`config.mk`:
```
export PLATFORM = sky130hd
export DESIGN_NAME = uart_echo_ctrl
export DESIGN_NICKNAME = d
export VERILOG_FILES = /design/src/rtl/uart_echo_ctrl.sv
export SDC_FILE = /design/constraint.sdc
export NUM_CORES = 1
export LEC_CHECK = 0
export CORE_ASPECT_RATIO = 1.2
export CORE_MARGIN = 3
export CORE_UTILIZATION = 47
export DETAILED_ROUTE_END_ITERATION = 12
export PLACE_DENSITY = 0.93
export SETUP_SLACK_MARGIN = 0.15
export SYNTH_ARGS = -nofsm -noshare
export SYNTH_HDL_FRONTEND = slang
export SYNTH_SLANG_ARGS = --single-unit
```
`constraint.sdc`:
```
create_clock -name clk -period 2.5 [get_ports clk]
set_input_delay 0.375 -clock clk [delete_from_list [all_inputs] [get_ports clk]]
set_output_delay 0.375 -clock clk [all_outputs]
set_load 0.03 [all_outputs]
```
`src/rtl/uart_echo_ctrl.sv`:
```
// Drains the uart RX FIFO, latches the masked byte for the LEDs
// and optionally echoes it into a TX FIFO.
module uart_echo_ctrl #(
  parameter int unsigned    DBIT     = 8,
  parameter logic [DBIT-1:0] XOR_MASK = '0,
  parameter int unsigned    CNT_W    = 16
) (
  input  logic             clk,
  input  logic             reset,
  input  logic             en,
  input  logic             rx_empty,
  input  logic [DBIT-1:0]  r_data,
  output logic             rd_uart,
  input  logic             tx_full,
  output logic             wr_uart,
  output logic [DBIT-1:0]  w_data,
  output logic [DBIT-1:0]  last_byte,
  output logic [CNT_W-1:0] byte_cnt,
  output logic             byte_tick,
  output logic             busy
);

  typedef enum logic [1:0] {
    IDLE    = 2'b00,
    POP     = 2'b01,
    WAIT_TX = 2'b10,
    PUSH    = 2'b11
  } state_t;

  state_t          state;
  logic [DBIT-1:0] data_reg;

  // head word is captured before the pop so the FIFO advancing cannot race it
  always_ff @(posedge clk or posedge reset) begin
    if (reset) begin
      state     <= IDLE;
      data_reg  <= '0;
      last_byte <= '0;
      byte_cnt  <= '0;
    end else begin
      unique case (state)
        IDLE: begin
          if (!rx_empty) begin
            data_reg <= r_data ^ XOR_MASK;
            state    <= POP;
          end
        end
        POP: begin
          last_byte <= data_reg;
          byte_cnt  <= byte_cnt + CNT_W'(1);
          state     <= en ? WAIT_TX : IDLE;
        end
        WAIT_TX: begin
          if (!tx_full) state <= PUSH;
        end
        PUSH: state <= IDLE;
        default: state <= IDLE;
      endcase
    end
  end

  // strobes come straight off the state register
  assign rd_uart   = (state == POP);
  assign byte_tick = (state == POP);
  assign wr_uart   = (state == PUSH);
  assign busy      = (state != IDLE);
  assign w_data    = data_reg;

endmodule

```
==> results of run 1 <==
[power by group]
| part | internal, mW | total [mW] | leakage (nW) | switching [mW] |
|---|---|---|---|---|
| sequential | 0.739 | 0.926 | 0.433 | 0.186 |
| combinational | 0.507 | 1.22 | 0.481 | 0.717 |
| clock | 0.136 | 0.313 | 0.0353 | 0.177 |
[layout make-up]
type                       count  area share, %
timing repair buffer          50           25.0
tap                           34           2.13
multi-input combinational     80           26.8
clock buffer                   7           2.75
inverter                       3          0.563
sequential                    34           42.5
clock inverter                 1          0.250
[kinds of logic after synthesis]
kind of cell | count (synthesis) | synth area share [%]
and+or+nand+nor | 54 | 20.6
DFF | 34 | 60.3
xor gates and xnor gates | 15 | 9.31
muxes | 8 | 6.38
buffers and inverters | 5 | 1.68
AOI/OAI and AO/OA | 2 | 0.886
adders and majority gates | 1 | 0.886
[worst min-delay path, cell delays in order]
cell             delay, ns
clkdlybuf4s50_1       0.40
inv_1                 0.05
buf_4                 0.37
[per-layer routing]
| metal | up-vias | wire length (µm) |
|---|---|---|
| li1 | 496 | - |
| met1 | 516 | 1110 |
| met2 | 43 | 1530 |
| met3 | 3 | 264 |
| met4 | 0 | 38 |
| met5 | - | 0 |
[state kept, by name (all words and copies together), names as in the netlist, named ones only]
register and flops:
w_data 8, last_byte 8, state 1, byte_cnt 16
[through the flow]
step / util, % / area (µm²) / hold WS [ns] / power [mW] / setup WS, ns
floorplan: - / 1410 / 0.467 / 1.64 / 0.890
global placement: 68.3 / 1940 / 0.458 / 2.12 / 0.662
detailed placement: 68.3 / 1940 / 0.463 / 2.18 / 0.636
CTS: 70.4 / 2000 / 0.436 / 2.50 / 0.250
global route: 70.5 / 2000 / 0.470 / 2.63 / 0.348
finish: 70.5 / 2000 / 0.427 / 2.46 / 0.419
[cell usage in the layout (no fill, tap or decap)]
| cell type | n |
|---|---|
| ha_1 | 1 |
| nand4b_1 | 1 |
| inv_2 | 2 |
| nand3b_1 | 1 |
| clkdlybuf4s50_1 | 46 |
| dfrtp_1 | 34 |
| mux2_1 | 8 |
| and2_1 | 2 |
| o21ai_1 | 1 |
| nor2_4 | 1 |
| buf_4 | 2 |
| nor2_1 | 2 |
| and3_1 | 1 |
| nand3_1 | 5 |
| nand2_1 | 33 |
| clkbuf_4 | 5 |
| clkinv_2 | 1 |
| nand4_4 | 1 |
| xor2_1 | 4 |
| inv_1 | 1 |
| and4_1 | 1 |
| nor3_4 | 2 |
| a211oi_1 | 1 |
| or2_1 | 1 |
| clkbuf_1 | 1 |
| xnor2_1 | 11 |
| nand4_1 | 3 |
| dlymetal6s2s_1 | 2 |
| clkbuf_8 | 1 |
[path summary, 6_finish.rpt]
kind | end | slack, ns | cells after the start
min reg2reg | byte_cnt[15] | 0.48 | 1
min | last_byte[0] | 0.43 | 3
max in group asynchronous | byte_cnt[15] | 1.78 | 3
min in group clk | byte_cnt[15] | 0.48 | 1
max | busy | 0.42 | 2
max reg2reg | byte_cnt[10] | 1.04 | 5
==> metrics.yaml, run 1 <==
drtIter0Drc: 28
gp_congestion: 0.757
crit_required_ns: 2.12
rows: 21
worstSetupStartpoint: "state[0]"
synthesis.area_um2: 1410
start_kind: "flop"
finalMaxSlewViolations: 0
post_cts_buffers: 0
hold_buffers: 0
io_buffers: 48
fin_skew_ns: 0.00505
met1_usage_pct: 20.3
path_clk_slew_ns: 0.10
synth_common_cells: "dfrtp_1 (34), nand2_1 (33), xnor2_1 (11)"
hold_viol: 0
diodes: 0
ys_warn_count: 0
worstPathMaxFanout: 7
first_pass_iters: 4
ant_nets: 0
cts-root-buf: "clkbuf_4"
cp_slowest_stage_delay_ns: 0.63
hold_class: "input port to async pin"
met2_usage_pct: 33.0
synth.distinct_cells: 24
antenna_found_initial: 0
synth_seq_area_share_pct: 60.3
leakagePower_nw: 0.949
grt_max_degree: 35
post_drt_wl_per_cell_um: 14.1
cp-end-kind: "output port"
synthTopCellsByArea: "dfrtp_1 (60%), nand2_1 (8.8%), xnor2_1 (6.8%)"
dp.cells: 201
grt-busiest-layer: "met2"
grt_pass1_vias: 1177
drc: 0
cts_resized: 0
criticalPathCategory: "flop to output port"
met3_usage_pct: 7.23
clock_sinks: 34
start_util_pct: 49.7
syn_inst: 119
status: "finished clean"
synth_area_per_cell_um2: 11.9
grtUsageTotal_pct: 18.6
ios: 49
drive_gt1_share_pct: 8.57
drv_cap: 0
synth_nets: 133
rsz0062_at_grt: "false"
worstPathCellList: "or2_1 > clkdlybuf4s50_1"
grt_first_pass_wirelength_um: 5290
areaGrowthSynthToFinish_pct: 41.8
cts_made_buffers: 5
overflow: 0
power_density_nw_per_um2: 1230
min_period_ns: 2.08
critPathTopFamily: "buffers and inverters"
insertion_delay_ns: 0.33
worst_pin_slew_ns: 0.412
critical_path_arrival_ns: 1.71
seq_area_um2: 851
fin_tns_setup_ns: 0
place_hpwl_um: 2260
slowest_stage: "clkdlybuf4s50_1"
fp.dieW_um: 56.0
synth_edf_count: 0
synth_top_cell_area_share_pct: 60.3
dieArea_um2: 3700
ir_worst_vdd_v: 0.000907
htree_levels: 2
setup_viol: 0
num-fill-cells: 220
finalCritPeriodShare_pct: 83.2
multi_input_area_um2: 537
ys.flop_type: "dfrtp_1"
synth_largest_area_cell: "dfrtp_1"
vias_per_cell: 5.06
max_freq_mhz: 481
nNetsFinal: 188
slew_headroom_pct: 72.5
cts_tree: "done"
async_flop_share_pct: 100
path_buf_inv: 1
core_um2: 2840
stdcell_count: 209
crit-reg2reg-launch: "byte_cnt[0]"
post-synth-top-count-cell: "dfrtp_1"
vias: 1058
clk_path_buf_depth: 2
die_h_um: 66.0
wl_um: 2940
ys_seq_elements: 34
Note: power is estimated with default switching activity, not from simulation.
==> run 2, diff against run 1 <==
--- a/config.mk
+++ b/config.mk
@@ -7,9 +7,9 @@
 export LEC_CHECK = 0
 export CORE_ASPECT_RATIO = 1.2
 export CORE_MARGIN = 3
-export CORE_UTILIZATION = 47
+export CORE_UTILIZATION = 40
 export DETAILED_ROUTE_END_ITERATION = 12
-export PLACE_DENSITY = 0.93
+export PLACE_DENSITY = 0.85
 export SETUP_SLACK_MARGIN = 0.15
 export SYNTH_ARGS = -nofsm -noshare
 export SYNTH_HDL_FRONTEND = slang
==> constraint.sdc (replaced) <==
create_clock -name clk -period 1.8 [get_ports clk]
set_input_delay 0.27 -clock clk [delete_from_list [all_inputs] [get_ports clk]]
set_output_delay 0.27 -clock clk [all_outputs]
set_load 0.03 [all_outputs]
==> run 2 against run 1 <==
- die area increased by 16%
- hold slack got worse by 0.034 ns
- largest cell class unchanged
- global-route usage decreased by 1.8 points
- critical endpoint is now last_byte[4]
- final area increased by 2.3%
- combinational power increased by 34%
- first-iteration DRC count increased by 11%
- sequential share of layout area decreased by 0.96 points
- critical path depth decreased by 1
- clock skew increased by 0.0023 ns
- clock-buffer cell count decreased by 1
- routed wire length increased by 6.4%
- critical path type unchanged
==> metrics.yaml, run 2 (synthesized netlist as in run 1, its figures left out) <==
nNetsFinal: 188  # unchanged
slew_headroom_pct: 71.3  # -1.2 points
criticalPathCategory: "flop to output port"
setup_viol: 0  # unchanged
fin_tns_setup_ns: 0  # unchanged
diodes: 0  # unchanged
rows: 23  # +9.5%
cts-root-buf: "clkbuf_8"
finalCritPeriodShare_pct: 88.9
top_register: "byte_cnt"
first_pass_iters: 4  # unchanged
cts_tree: "done"
place_hpwl_um: 2260  # -0.39%
vias: 1047  # -1.0%
rsz0062_at_grt: "false"
areaGrowthSynthToFinish_pct: 45.1
status: "finished clean"
grt_pass1_vias: 1140  # -3.1%
finalMaxSlewViolations: 0  # unchanged
gp_congestion: 0.738  # -2.5%
min_period_ns: 1.60
placed_cell_area_um2: 1940  # about the same
slowest_stage: "clkdlybuf4s50_1"
overflow: 0  # unchanged
core_um2: 3370  # +19%
cp-end-kind: "output port"
power_density_nw_per_um2: 1710  # +39%
insertion_delay_ns: 0.28  # -0.05 ns
start_util_pct: 41.9  # -7.8 points
worstSetupStartpoint: "last_byte[4]"
path_clk_slew_ns: 0.07  # -0.03 ns
post_cts_buffers: 0  # unchanged
hold_buffers: 0  # unchanged
clk_path_buf_depth: 2  # unchanged
path_buf_inv: 1  # unchanged
ant_nets: 0  # unchanged
antenna_found_initial: 0  # unchanged
hold_viol: 0  # unchanged
ios: 49  # unchanged
crit-reg2reg-launch: "state[0]"
clock_sinks: 34  # unchanged
hold_class: "input port to async pin"
worst_pin_slew_ns: 0.430  # +0.0184 ns
critical_path_arrival_ns: 1.33  # -0.38 ns
crit_required_ns: 1.53  # -0.59 ns
num-fill-cells: 276  # +25%
drtIter0Drc: 31  # +11%
wl_um: 3130  # +6.4%
max_freq_mhz: 625
fin_skew_ns: 0.00737  # +0.00232 ns
fp.dieW_um: 60.2  # +7.5%
io_buffers: 48  # unchanged
start_kind: "flop"
dieArea_um2: 4280  # +16%
final_common_cell: "dfrtp_1"
drive_gt1_share_pct: 10.9  # +2.3 points
post_drt_wl_per_cell_um: 14.8  # +4.9%
ir_worst_vdd_v: 0.00133  # +46%
vias_per_cell: 4.94  # -2.4%
cts_made_buffers: 5  # unchanged
critPathTopFamily: "buffers and inverters"
drv_cap: 0  # unchanged
htree_levels: 2  # unchanged
worstPathCellList: "clkdlybuf4s50_1"
worstPathMaxFanout: 2  # -5
grt_first_pass_wirelength_um: 5310  # +0.53%
drc: 0  # unchanged
leakagePower_nw: 1.14  # +20%
die_h_um: 71.1  # +7.6%
final_cell_mix: "dfrtp_1 (34), nand2_1 (33), clkdlybuf4s50_1 (21)"
final_area_um2: 2050  # +2.3%
largest_reg_flops: 16  # unchanged
cp_slowest_stage_delay_ns: 0.68  # +0.05 ns
ff2ff_setup_slack_ns: 0.34  # -0.70 ns
grt_max_degree: 35  # unchanged
grtUsageTotal_pct: 16.9  # -1.8 points
[run 2: changes by cell type in the layout (fill, tap and decap cells not counted), sizes merged]
cell,delta
clkinvlp,+1
dlymetal6s2s,+11
dlygate4sd2,+10
clkdlybuf4s50,-25
clkdlybuf4s15,+1
buf,+2
[run 2: worst paths after layout]
path,end,cells after the start
min in group clk,last_byte[5],2
max in group asynchronous,byte_cnt[5],3
max reg2reg,w_data[0],3
max,last_byte[4],1
min reg2reg,last_byte[5],2
min,w_data[4],3
[run 2: worst register-to-register path: cells and delay by family, from the launching register on]
| kind | cells | cell delay, ns |
|---|---|---|
| DFF | 1 | 0.45 |
| muxes | 1 | 0.36 |
| and+or+nand+nor | 2 | 0.54 |
[run 2: repair_timing]
action / in CTS / in global routing
gates resized for setup: 12 / 17
hold endpoints to repair: 0 / 0
endpoints found under the setup margin: 12 / 17
[run 2: routing by layer]
metal  global-route usage, %  routed length (µm)  vias up
li1                        -                   -      500
met1                    19.0                1150      496
met2                    27.6                1590       44
met3                    7.66                 342        7
met4                    5.91                  44        0
met5                       0                   0        -
[run 2: report_power, final]
group | total [mW] | internal [mW] | switching [mW]
combinational | 1.64 | 0.630 | 1.01
sequential | 1.28 | 1.03 | 0.253
clock | 0.580 | 0.307 | 0.273
[run 2: cell type report]
cell class / instances / area [µm²] / area share (%)
clock inverters: 2 / 12.5 / 0.611
flip-flops and latches: 34 / 851 / 41.5
repair buffers: 50 / 505 / 24.7
clock buffers: 6 / 82.6 / 4.03
multi-input cells: 80 / 537 / 26.2
well taps: 37 / 46.3 / 2.26
inverters: 3 / 13.8 / 0.672
[run 2: per-stage QoR]
stage               util, %  instances  total power, mW  hold slack [ns]  worst slack [ns]
global route           60.8        212             3.72            0.434             0.147
CTS                    59.9        212             3.55            0.402             0.119
floorplan                 -        119             2.27            0.362             0.287
finish                 60.8        212             3.51            0.392             0.200
detailed placement     57.5        204             3.01            0.466             0.204
global placement       57.5        204             2.95            0.459             0.237
==> run 3, diff against run 2 <==
--- a/config.mk
+++ b/config.mk
@@ -5,9 +5,11 @@
 export SDC_FILE = /design/constraint.sdc
 export NUM_CORES = 1
 export LEC_CHECK = 0
+export CELL_PAD_IN_SITES_DETAIL_PLACEMENT = 1
+export CELL_PAD_IN_SITES_GLOBAL_PLACEMENT = 1
 export CORE_ASPECT_RATIO = 1.2
-export CORE_MARGIN = 3
-export CORE_UTILIZATION = 40
+export CORE_MARGIN = 2
+export CORE_UTILIZATION = 31
 export DETAILED_ROUTE_END_ITERATION = 12
 export PLACE_DENSITY = 0.85
 export SETUP_SLACK_MARGIN = 0.15
==> run 3 against run 2 <==
- flip-flop and latch count is the same
- cell count grew 9.0%
- critical path depth is the same
- critical path type unchanged
- largest cell class unchanged
==> metrics.yaml, run 3 (synthesized netlist as in run 1, its figures left out) <==
ios: 49  # unchanged
htree_levels: 2  # unchanged
final_common_cell: "dfrtp_1"
rows: 26  # +13%
post_cts_buffers: 0  # unchanged
critical_path_arrival_ns: 1.34  # about the same
finalMaxSlewViolations: 0  # unchanged
first_pass_iters: 2  # -2
crit_required_ns: 1.53  # about the same
final_area_um2: 2060  # +0.43%
setup_viol: 0  # unchanged
die_h_um: 77.9  # +9.6%
max_freq_mhz: 622  # -0.45%
nNetsFinal: 188  # unchanged
drive_gt1_share_pct: 10.9  # unchanged
vias_per_cell: 4.54  # -8.0%
gp_congestion: 0.679  # -8.1%
slew_headroom_pct: 71.9  # +0.57 points
start_kind: "flop"
setup_ws_ns: 0.192  # -0.00723 ns
grt_max_degree: 35  # unchanged
ant_nets: 0  # unchanged
fin_tns_setup_ns: 0  # unchanged
dieArea_um2: 5110  # +19%
wl_um: 3210  # +2.7%
hold_viol: 0  # unchanged
stdcell_count: 231  # +9.0%
path_clk_slew_ns: 0.08  # about the same
cts_made_buffers: 5  # unchanged
place_hpwl_um: 2460  # +8.9%
drv_cap: 0  # unchanged
grt_first_pass_wirelength_um: 5500  # +3.5%
areaGrowthSynthToFinish_pct: 45.7
worstPathMaxFanout: 3  # +1
clk_path_buf_depth: 2  # unchanged
hold_buffers: 0  # unchanged
criticalPathCategory: "flop to output port"
drc: 0  # unchanged
cp_slowest_stage_delay_ns: 0.68  # about the same
final_cell_mix: "dfrtp_1 (34), nand2_1 (33), clkdlybuf4s50_1 (25)"
min_period_ns: 1.61  # +0.00723 ns
overflow: 0  # unchanged
leakagePower_nw: 1.08  # -5.3%
ir_worst_vdd_v: 0.000930  # -30%
core_um2: 4330  # +29%
start_util_pct: 32.6  # -9.3 points
insertion_delay_ns: 0.28  # about the same
total_power_mw: 3.50  # -0.22%
drtIter0Drc: 31  # unchanged
fp.dieW_um: 65.6  # +8.9%
power_density_nw_per_um2: 1700  # -0.65%
top_register: "byte_cnt"
diodes: 0  # unchanged
status: "finished clean"
fin_skew_ns: 0.00858  # +0.00121 ns
post_drt_wl_per_cell_um: 13.9  # -5.8%
placed_cell_area_um2: 1960  # +1.2%
slowest_stage: "clkdlybuf4s50_1"
cts-root-buf: "clkbuf_8"
hold_class: "input port to async pin"
io_buffers: 48  # unchanged
grt_pass1_vias: 1127  # -1.1%
dp.cells: 223  # +9.3%
worstPathCellList: "clkdlybuf4s50_1"
rsz0062_at_grt: "false"
grtUsageTotal_pct: 14.0  # -2.9 points
critPathTopFamily: "buffers and inverters"
cts_tree: "done"
largest_reg_flops: 16  # unchanged
cp-end-kind: "output port"
vias: 1049  # +0.19%
num-fill-cells: 468  # +70%
antenna_found_initial: 0  # unchanged
path_buf_inv: 1  # unchanged
place_ws_ns: 0.207  # +0.00308 ns
clock_sinks: 34  # unchanged
worst_pin_slew_ns: 0.422  # -0.00849 ns
finalCritPeriodShare_pct: 89.3  # +0.40 points
-- run 3: final cells by class --
class	count	area [µm²]	area share, %
Clock inverter	2	12.5	0.608
Timing Repair Buffer	50	490	23.8
Multi-Input combinational cell	80	537	26.1
Sequential cell	34	851	41.4
Inverter	3	13.8	0.669
Tap cell	56	70.1	3.41
Clock buffer	6	82.6	4.01
-- run 3: worst paths after layout --
check	slack [ns]	to	cells past startpoint	start
worst min register to register	0.48	last_byte[6]	2	last_byte[6]
min in group clk	0.48	last_byte[6]	2	last_byte[6]
max in group asynchronous	1.09	byte_cnt[13]	3	reset
worst max register to register	0.35	w_data[0]	3	state[0]
worst max-delay path	0.19	w_data[2]	1	w_data[2]
worst min-delay path	0.40	w_data[4]	3	reset
-- run 3: power by group --
group	switching [mW]	internal [mW]	total, mW
combinational	1.01	0.634	1.64
clock	0.275	0.307	0.582
sequential	0.243	1.03	1.27
total	1.53	1.97	3.50
-- run 3: metal layers --
metal	up-vias	global-route usage [%]	routed length (µm)
li1	498	-	-
met1	513	15.2	1280
met2	38	25.3	1700
met3	0	5.36	224
met4	0	3.13	0
met5	-	0	0
-- run 3: per-stage QoR --
step | hold WS [ns] | util [%]
4_1_cts | 0.417 | 47.1
3_5_place_dp | 0.470 | 45.3
5_1_grt | 0.430 | 47.5
3_3_place_gp | 0.460 | 45.3
2_1_floorplan | 0.362 | -
6_report | 0.400 | 47.5
-- run 3: repair_timing --
action	in CTS	in global routing
gates resized for setup	13	11
setup endpoints to repair	13	11
hold endpoints to repair	0	0
pin swaps	0	0
cloned	0	0
